`src/rtl/csr_counters.sv`:
```
// csr_counters: machine-mode counter/ID CSR file.
//   mcycle, minstret, NUM_HPM mhpmcounters (all 64-bit internally), their
//   mhpmevent selectors, mcountinhibit, user read-only shadows, misa and the
//   F11-F14 identification registers.
// Ports:
//   clock, reset        - single clock, synchronous active-high reset
//   wen, addr, wdata    - one write port; addr also drives the read port
//   is_done_inst        - one instruction retired this cycle
//   events              - per-cycle event pulses, bit k is event k+1
//   rdata               - combinational read of addr (0 when unimplemented)
//   illegal             - addr unimplemented, or wen to a read-only CSR

// One 64-bit counter. A write replaces the masked bits, keeps the rest and
// suppresses that cycle's increment.
module csr_counters_ctr (
  input  logic        clock,
  input  logic        reset,
  input  logic        inc,
  input  logic        wr,
  input  logic [63:0] wr_mask,
  input  logic [63:0] wr_val,
  output logic [63:0] cnt
);
  always_ff @(posedge clock) begin
    if (reset)    cnt <= '0;
    else if (wr)  cnt <= (cnt & ~wr_mask) | (wr_val & wr_mask);
    else if (inc) cnt <= cnt + 64'd1;
  end
endmodule

module csr_counters #(
  parameter int              XLEN       = 32,
  parameter int              NUM_HPM    = 4,
  parameter int              NUM_EVENTS = 8,
  parameter logic [31:0]     HART_ID    = 32'd0,
  parameter logic [XLEN-1:0] MISA_VAL   = XLEN'(32'h40000100)
) (
  input  logic                  clock,
  input  logic                  reset,
  input  logic                  wen,
  input  logic [11:0]           addr,
  input  logic [XLEN-1:0]       wdata,
  input  logic                  is_done_inst,
  input  logic [NUM_EVENTS-1:0] events,
  output logic [XLEN-1:0]       rdata,
  output logic                  illegal
);
  localparam int S  = $clog2(NUM_EVENTS + 1);
  localparam int NC = 2 + NUM_HPM;               // 0: mcycle, 1: minstret, 2+j: hpm(3+j)
  localparam int NH = (NUM_HPM == 0) ? 1 : NUM_HPM;
  // Writable mcountinhibit bits: CY, IR and one per implemented hpm counter.
  localparam logic [31:0] INH_MASK = 32'h5 | (((32'd1 << NUM_HPM) - 32'd1) << 3);

  logic [NC-1:0][63:0] cnt;
  logic [NC-1:0]       wr_c;
  logic [NH-1:0][S-1:0] evt_sel;
  logic [NH-1:0]       ev_hit;
  logic [31:0]         mcinh;

  logic [4:0]  ia;
  logic [6:0]  blk;
  logic [4:0]  ctr_idx;
  logic        ctr_ok, is_m_lo, is_m_hi, is_u_lo, is_u_hi, is_ctr;
  logic        is_inh, is_evt, is_misa, is_id, impl, ro, wr_ok;
  logic [63:0] cnt_sel, wr_mask, wr_val;
  logic [S-1:0] evt_rd;

  // Address decode. Counter CSRs share a 32-entry block layout: offset 0 is
  // the cycle counter, 2 instret, 3.. the hpm counters; offset 1 (time) is
  // absent from this block.
  always_comb begin
    ia      = addr[4:0];
    blk     = addr[11:5];
    ctr_ok  = (ia == 5'd0) || (ia == 5'd2) ||
              (int'(ia) >= 3 && int'(ia) < 3 + NUM_HPM);
    ctr_idx = (ia == 5'd0) ? 5'd0 : ia - 5'd1;
    is_m_lo = (blk == 7'h58);
    is_m_hi = (blk == 7'h5C) && (XLEN == 32);
    is_u_lo = (blk == 7'h60);
    is_u_hi = (blk == 7'h64) && (XLEN == 32);
    is_ctr  = ctr_ok && (is_m_lo || is_m_hi || is_u_lo || is_u_hi);
    is_inh  = (addr == 12'h320);
    is_evt  = (blk == 7'h19) && int'(ia) >= 3 && int'(ia) < 3 + NUM_HPM;
    is_misa = (addr == 12'h301);
    is_id   = (addr >= 12'hF11) && (addr <= 12'hF14);
    impl    = is_ctr || is_inh || is_evt || is_misa || is_id;
    ro      = is_id || (is_ctr && (is_u_lo || is_u_hi));
    illegal = !impl || (wen && ro);
    wr_ok   = wen && !illegal;
  end

  // Read mux
  always_comb begin
    cnt_sel = '0;
    for (int c = 0; c < NC; c++)
      if (ctr_idx == 5'(c)) cnt_sel = cnt[c];
    evt_rd = '0;
    for (int j = 0; j < NUM_HPM; j++)
      if (ia == 5'(j + 3)) evt_rd = evt_sel[j];
    rdata = '0;
    if (is_ctr)       rdata = (is_m_hi || is_u_hi) ? XLEN'(cnt_sel[63:32]) : XLEN'(cnt_sel);
    else if (is_inh)  rdata = XLEN'(mcinh);
    else if (is_evt)  rdata = XLEN'(evt_rd);
    else if (is_misa) rdata = MISA_VAL;
    else begin
      case (addr)
        12'hF11: rdata = XLEN'(32'h62656B61);   // "beka"
        12'hF12: rdata = XLEN'(32'h05318008);
        12'hF14: rdata = XLEN'(HART_ID);
        default: rdata = '0;                    // mimpid and unimplemented
      endcase
    end
  end

  // Counter write data: full width at XLEN=64, else the addressed half.
  always_comb begin
    if (XLEN == 64) begin
      wr_mask = '1;
      wr_val  = 64'(wdata);
    end else if (is_m_hi) begin
      wr_mask = {32'hFFFF_FFFF, 32'h0};
      wr_val  = {wdata[31:0], 32'h0};
    end else begin
      wr_mask = {32'h0, 32'hFFFF_FFFF};
      wr_val  = {32'h0, wdata[31:0]};
    end
    wr_c = '0;
    for (int c = 0; c < NC; c++)
      wr_c[c] = wr_ok && (is_m_lo || is_m_hi) && ctr_ok && (ctr_idx == 5'(c));
  end

  // Selector and inhibit state. Increments this cycle use the values held
  // before the edge, so a write only affects counting from the next cycle.
  always_ff @(posedge clock) begin
    if (reset) begin
      mcinh   <= '0;
      evt_sel <= '0;
    end else if (wr_ok) begin
      if (is_inh) mcinh <= wdata[31:0] & INH_MASK;
      for (int j = 0; j < NUM_HPM; j++)
        if (is_evt && ia == 5'(j + 3)) evt_sel[j] <= wdata[S-1:0];
    end
  end

  // Event match: selector k in 1..NUM_EVENTS picks events[k-1]; anything
  // else (0 or out of range) counts nothing.
  if (NUM_HPM == 0) begin : g_no_hpm
    assign ev_hit = '0;
  end
  for (genvar j = 0; j < NUM_HPM; j++) begin : g_evt
    always_comb begin
      ev_hit[j] = 1'b0;
      for (int k = 1; k <= NUM_EVENTS; k++)
        if (evt_sel[j] == S'(k)) ev_hit[j] = events[k-1];
    end
  end

  for (genvar c = 0; c < NC; c++) begin : g_ctr
    logic inc;
    if (c == 0)      begin : g_cy assign inc = ~mcinh[0]; end
    else if (c == 1) begin : g_ir assign inc = is_done_inst & ~mcinh[2]; end
    else             begin : g_hp assign inc = ev_hit[c-2] & ~mcinh[c+1]; end

    csr_counters_ctr u_ctr (
      .clock   (clock),
      .reset   (reset),
      .inc     (inc),
      .wr      (wr_c[c]),
      .wr_mask (wr_mask),
      .wr_val  (wr_val),
      .cnt     (cnt[c])
    );
  end
endmodule
```
`config.mk`:
```
export PLATFORM = sky130hd
export DESIGN_NAME = csr_counters
export DESIGN_NICKNAME = d
export VERILOG_FILES = /design/src/rtl/csr_counters.sv
export SDC_FILE = /design/constraint.sdc
export NUM_CORES = 2
export LEC_CHECK = 0
export ABC_CLOCK_PERIOD_IN_PS = 29200
export CAP_MARGIN = 30
export CORE_MARGIN = 5
export CORE_UTILIZATION = 42
export DETAILED_ROUTE_END_ITERATION = 16
export SYNTH_ARGS = -nofsm -noshare
export SYNTH_HDL_FRONTEND = slang
export SYNTH_HIERARCHICAL = 1
export SYNTH_SLANG_ARGS = --single-unit
```
`constraint.sdc`:
```
create_clock -name clock -period 29.2 [get_ports clock]
set_input_delay 2.92 -clock clock [delete_from_list [all_inputs] [get_ports clock]]
set_output_delay 2.92 -clock clock [all_outputs]
set_load 0.005 [all_outputs]
```
==> results by group <==
Die
  • Die Wd: between 200 and 300 um
  • Placeable Area: approximately 0.077 mm2
  • Die Span Y: 289.5 um
  • # IOs: 89
  • # rows: between 100 and 150
  • Die area: ~0.084 mm2
  • Initial Utilization: ~42%

STA
  • Final setup margin: around 18000 ps
  • Final Skew: around 29 ps
  • Worst-margin pin slew: 1197 ps
  • Period utilisation layout: roughly two fifths
  • F_max: approximately 0.090 GHz
  • Final Max Slew Viols: 0
  • RSZ-0062 raised after global routing: false
  • Final Hold Fails: 0
  • Setup TNS: 0 ps
  • Endpoints failing setup: 0
  • Slew margin rel.: 20.22%
  • Crit path time final: roughly 11000 ps
  • Fin Hold WS: around 540 ps

Synth
  • Mapped Cells: between 4000 and 5000
  • Post-synth EDFFs: 0
  • Yosys top cell by area: dfxtp_1
  • Synth Flop Type: dfxtp_1
  • Post-synth net total: approximately 4600
  • Top-area cell type share of the netlist area: approximately 25%
  • Synth Register Bits: 406
  • Largest cells by area after synthesis: dfxtp_1 (25%), nand2_1 (6.3%), a32oi_1 (4.6%)
  • Synthesized area: between 0.03 and 0.04 mm2
  • Synth warn: 6
  • Avg Inst Size Synth: between 7 and 8 um2
  • Unique masters post-synth: 94
  • Register area share after synthesis: between 20% and 30%
  • Post-synth ARST share: 0%

Routing
  • Initial detailed-routing violation count: 7277
  • DRC: 0
  • Vias per cell: 7.527
  • Via count: between 40000 and 50000
  • DR pass1 iterations: 8
  • DRT antenna net count: 0
  • WL final: 207100 um
  • DR WL/cell: about 37 um

Clock tree
  • H-tree Lvls: 2
  • Cts hold-fix bufs: 0
  • CTS tree: yes
  • Clock root buffer: clkbuf_16
  • Maximum clock insertion buffer count: 3
  • Setup bufs post-CTS: 0
  • Reg clk slew, reported paths: approximately 60 ps
  • Num CTS Buffers: 53
  • Skew-Pair Late Insertion Delay: 650 ps
  • Post-CTS Resized: 0
  • Clock sinks: between 400 and 500

Layout
  • Layout Nets: approximately 4500
  • Post-synthesis to final-layout area growth: 12.61%
  • Fill cells: between 7000 and 8000
  • Register area: between 0.008 and 0.009 mm2
  • Multi-input gate area: 0.02321 mm2
  • Share of layout cells above drive strength 1: 7.754%
  • Fin util: between 40% and 50%
  • Post-route insts no fill: approximately 5600

Global route
  • Number of global-route vias before repair: 36190
  • Grt ovf: 0
  • Maximum number of pins on one net before global-route repair: 97
  • Initial antenna violation count: 31
  • First-pass GRT wire length: roughly 290000 um
  • GRT Overall Usage: a little under half

Worst setup path
  • Worst endpoint required time: roughly 26000 ps
  • Setup CP Type: in -> out
  • Worst setup EP type: output pin
  • Cells on worst reg2reg path: 10
  • Startpoint types: input port
  • Crit path max fanout: 65
  • CP arrival: roughly 8200 ps

Placement
  • PortBufs: 88
  • GPL Wtd Cong: ~1.1
  • Post-detail-place hpwl: 150500 um
  • DP Cell Count: between 5000 and 6000
  • Dpl ws: about 18000 ps

Min path
  • Hold Path Cell Cnt: 2
  • Hold Crit Class: reg -> reg

Run
  • Max-cap viol count: 0

Power and ir drop
  • Leakage: 10.62 nW
  • Worst IR Drop VDD: 0.00004277 V
  • Pwr per Cell Area: 37.74 mW/mm2

Status
  • Outcome: complete, no violations
==> where the power goes <==
group / switching, mW / total (mW) / internal [mW]
sequential: 0.00414 / 0.559 / 0.555
combinational: 0.0954 / 0.125 / 0.0297
clock: 0.290 / 0.710 / 0.420
total: 0.389 / 1.39 / 1.01
==> cells in the final DEF (no fill, tap or decap), types with 33 or more instances in the layout <==
| cell type | instances |
|---|---|
| nand2_1 | 546 |
| dfxtp_1 | 406 |
| nor2_1 | 339 |
| o21ai_0 | 301 |
| nand3_1 | 244 |
| a21oi_1 | 210 |
| a32oi_1 | 173 |
| and3_1 | 146 |
| nand4_1 | 123 |
| a31oi_1 | 119 |
| nor3_1 | 111 |
| o211ai_1 | 100 |
| buf_4 | 96 |
| or3_1 | 95 |
| or4_1 | 91 |
| a2111oi_0 | 87 |
| clkdlybuf4s50_1 | 87 |
| and2_1 | 79 |
| nand2b_1 | 72 |
| a221oi_1 | 70 |
| o311ai_0 | 61 |
| inv_1 | 60 |
| mux2i_1 | 56 |
| clkbuf_16 | 55 |
| o221ai_1 | 49 |
| nor4_1 | 44 |
| o22ai_1 | 41 |
| nor3b_1 | 39 |
| a211oi_1 | 38 |
| a311oi_1 | 33 |
| and4_1 | 33 |
==> logic make-up (layout without fill, tap and decap cells) <==
family	Yosys count	count (layout)	synth area share, %
flip-flops	406	406	24.77
multiplexers	84	84	2.806
buffers and inverters	398	374	4.850
AND/OR/NAND/NOR	2091	2091	33.91
other	0	24	0
adder cells (fa/ha/maj)	11	11	0.4194
XOR/XNOR	43	43	1.148
AO/OA/AOI/OAI	1479	1479	32.10
==> synthesized netlist by cell type (13+ instances only) <==
cell,instances
nand4_1,123
mux2i_1,56
a21oi_1,212
o211ai_1,100
or4_4,13
a2111oi_0,88
o21a_1,20
nor3_1,115
o31a_1,19
nor3b_1,40
buf_2,51
or4_1,91
nor2b_1,24
a31oi_1,119
o22ai_1,41
a22oi_1,13
nor2_1,341
o221ai_1,49
nor4_1,44
clkbuf_1,235
a311oi_1,33
buf_1,43
and2_1,79
nand2b_1,72
mux2_2,24
xor2_1,18
a221oi_1,70
dfxtp_1,406
nand3_1,244
and3_1,146
a211oi_1,38
o31ai_1,14
a32oi_1,173
o311ai_0,61
o21ai_0,301
and4_1,33
nand2_1,547
a22o_1,21
xnor2_1,25
inv_1,61
or3_1,95
==> final cells by class <==
cell class / instances / area share (%)
clock buffer: 79 / 4.347
sequential: 406 / 21.99
clock inverter: 13 / 0.5485
multi-input combinational: 3708 / 62.81
inverter: 62 / 0.6501
timing repair buffer: 220 / 5.962
antenna: 24 / 0.1625
tap: 1040 / 3.521
==> metal layers <==
layer  vias up  GRT usage [%]  part of all wire (%)  routed length, um
met4        24          38.83                    11              21860
met2      3228          65.28                    39              81190
met1     20020          60.24                    37              77230
met3       763          13.28                    13              26580
li1      17750              -                     -                  -
met5         -              0                 0.096                198
==> worst max-delay path, cell delays in order <==
cell	delay, ps
clkdlybuf4s50_1	690
inv_1	280
ha_1	350
or4b_4	560
nand2_2	80
buf_4	680
nand2_2	210
nor2_2	740
o211ai_1	190
a311oi_1	790
clkdlybuf4s50_1	660
==> metrics by stage <==
step	total power [mW]	cell area, um2
6_report	1.395	36960
3_3_place_gp	0.6843	34470
4_1_cts	1.385	36850
2_1_floorplan	0.6230	32820
5_1_grt	1.415	36910
3_5_place_dp	0.6886	35040
==> final timing paths <==
check                           startpoint        end  slack [ps]
worst max-delay path               addr[0]  rdata[16]       18090
worst min-delay path              mcinh[0]   mcinh[0]         540
worst max register to register  evt_sel[9]   register       25570
worst min register to register    mcinh[0]   mcinh[0]         540
Note: power is estimated with default switching activity, not from simulation.
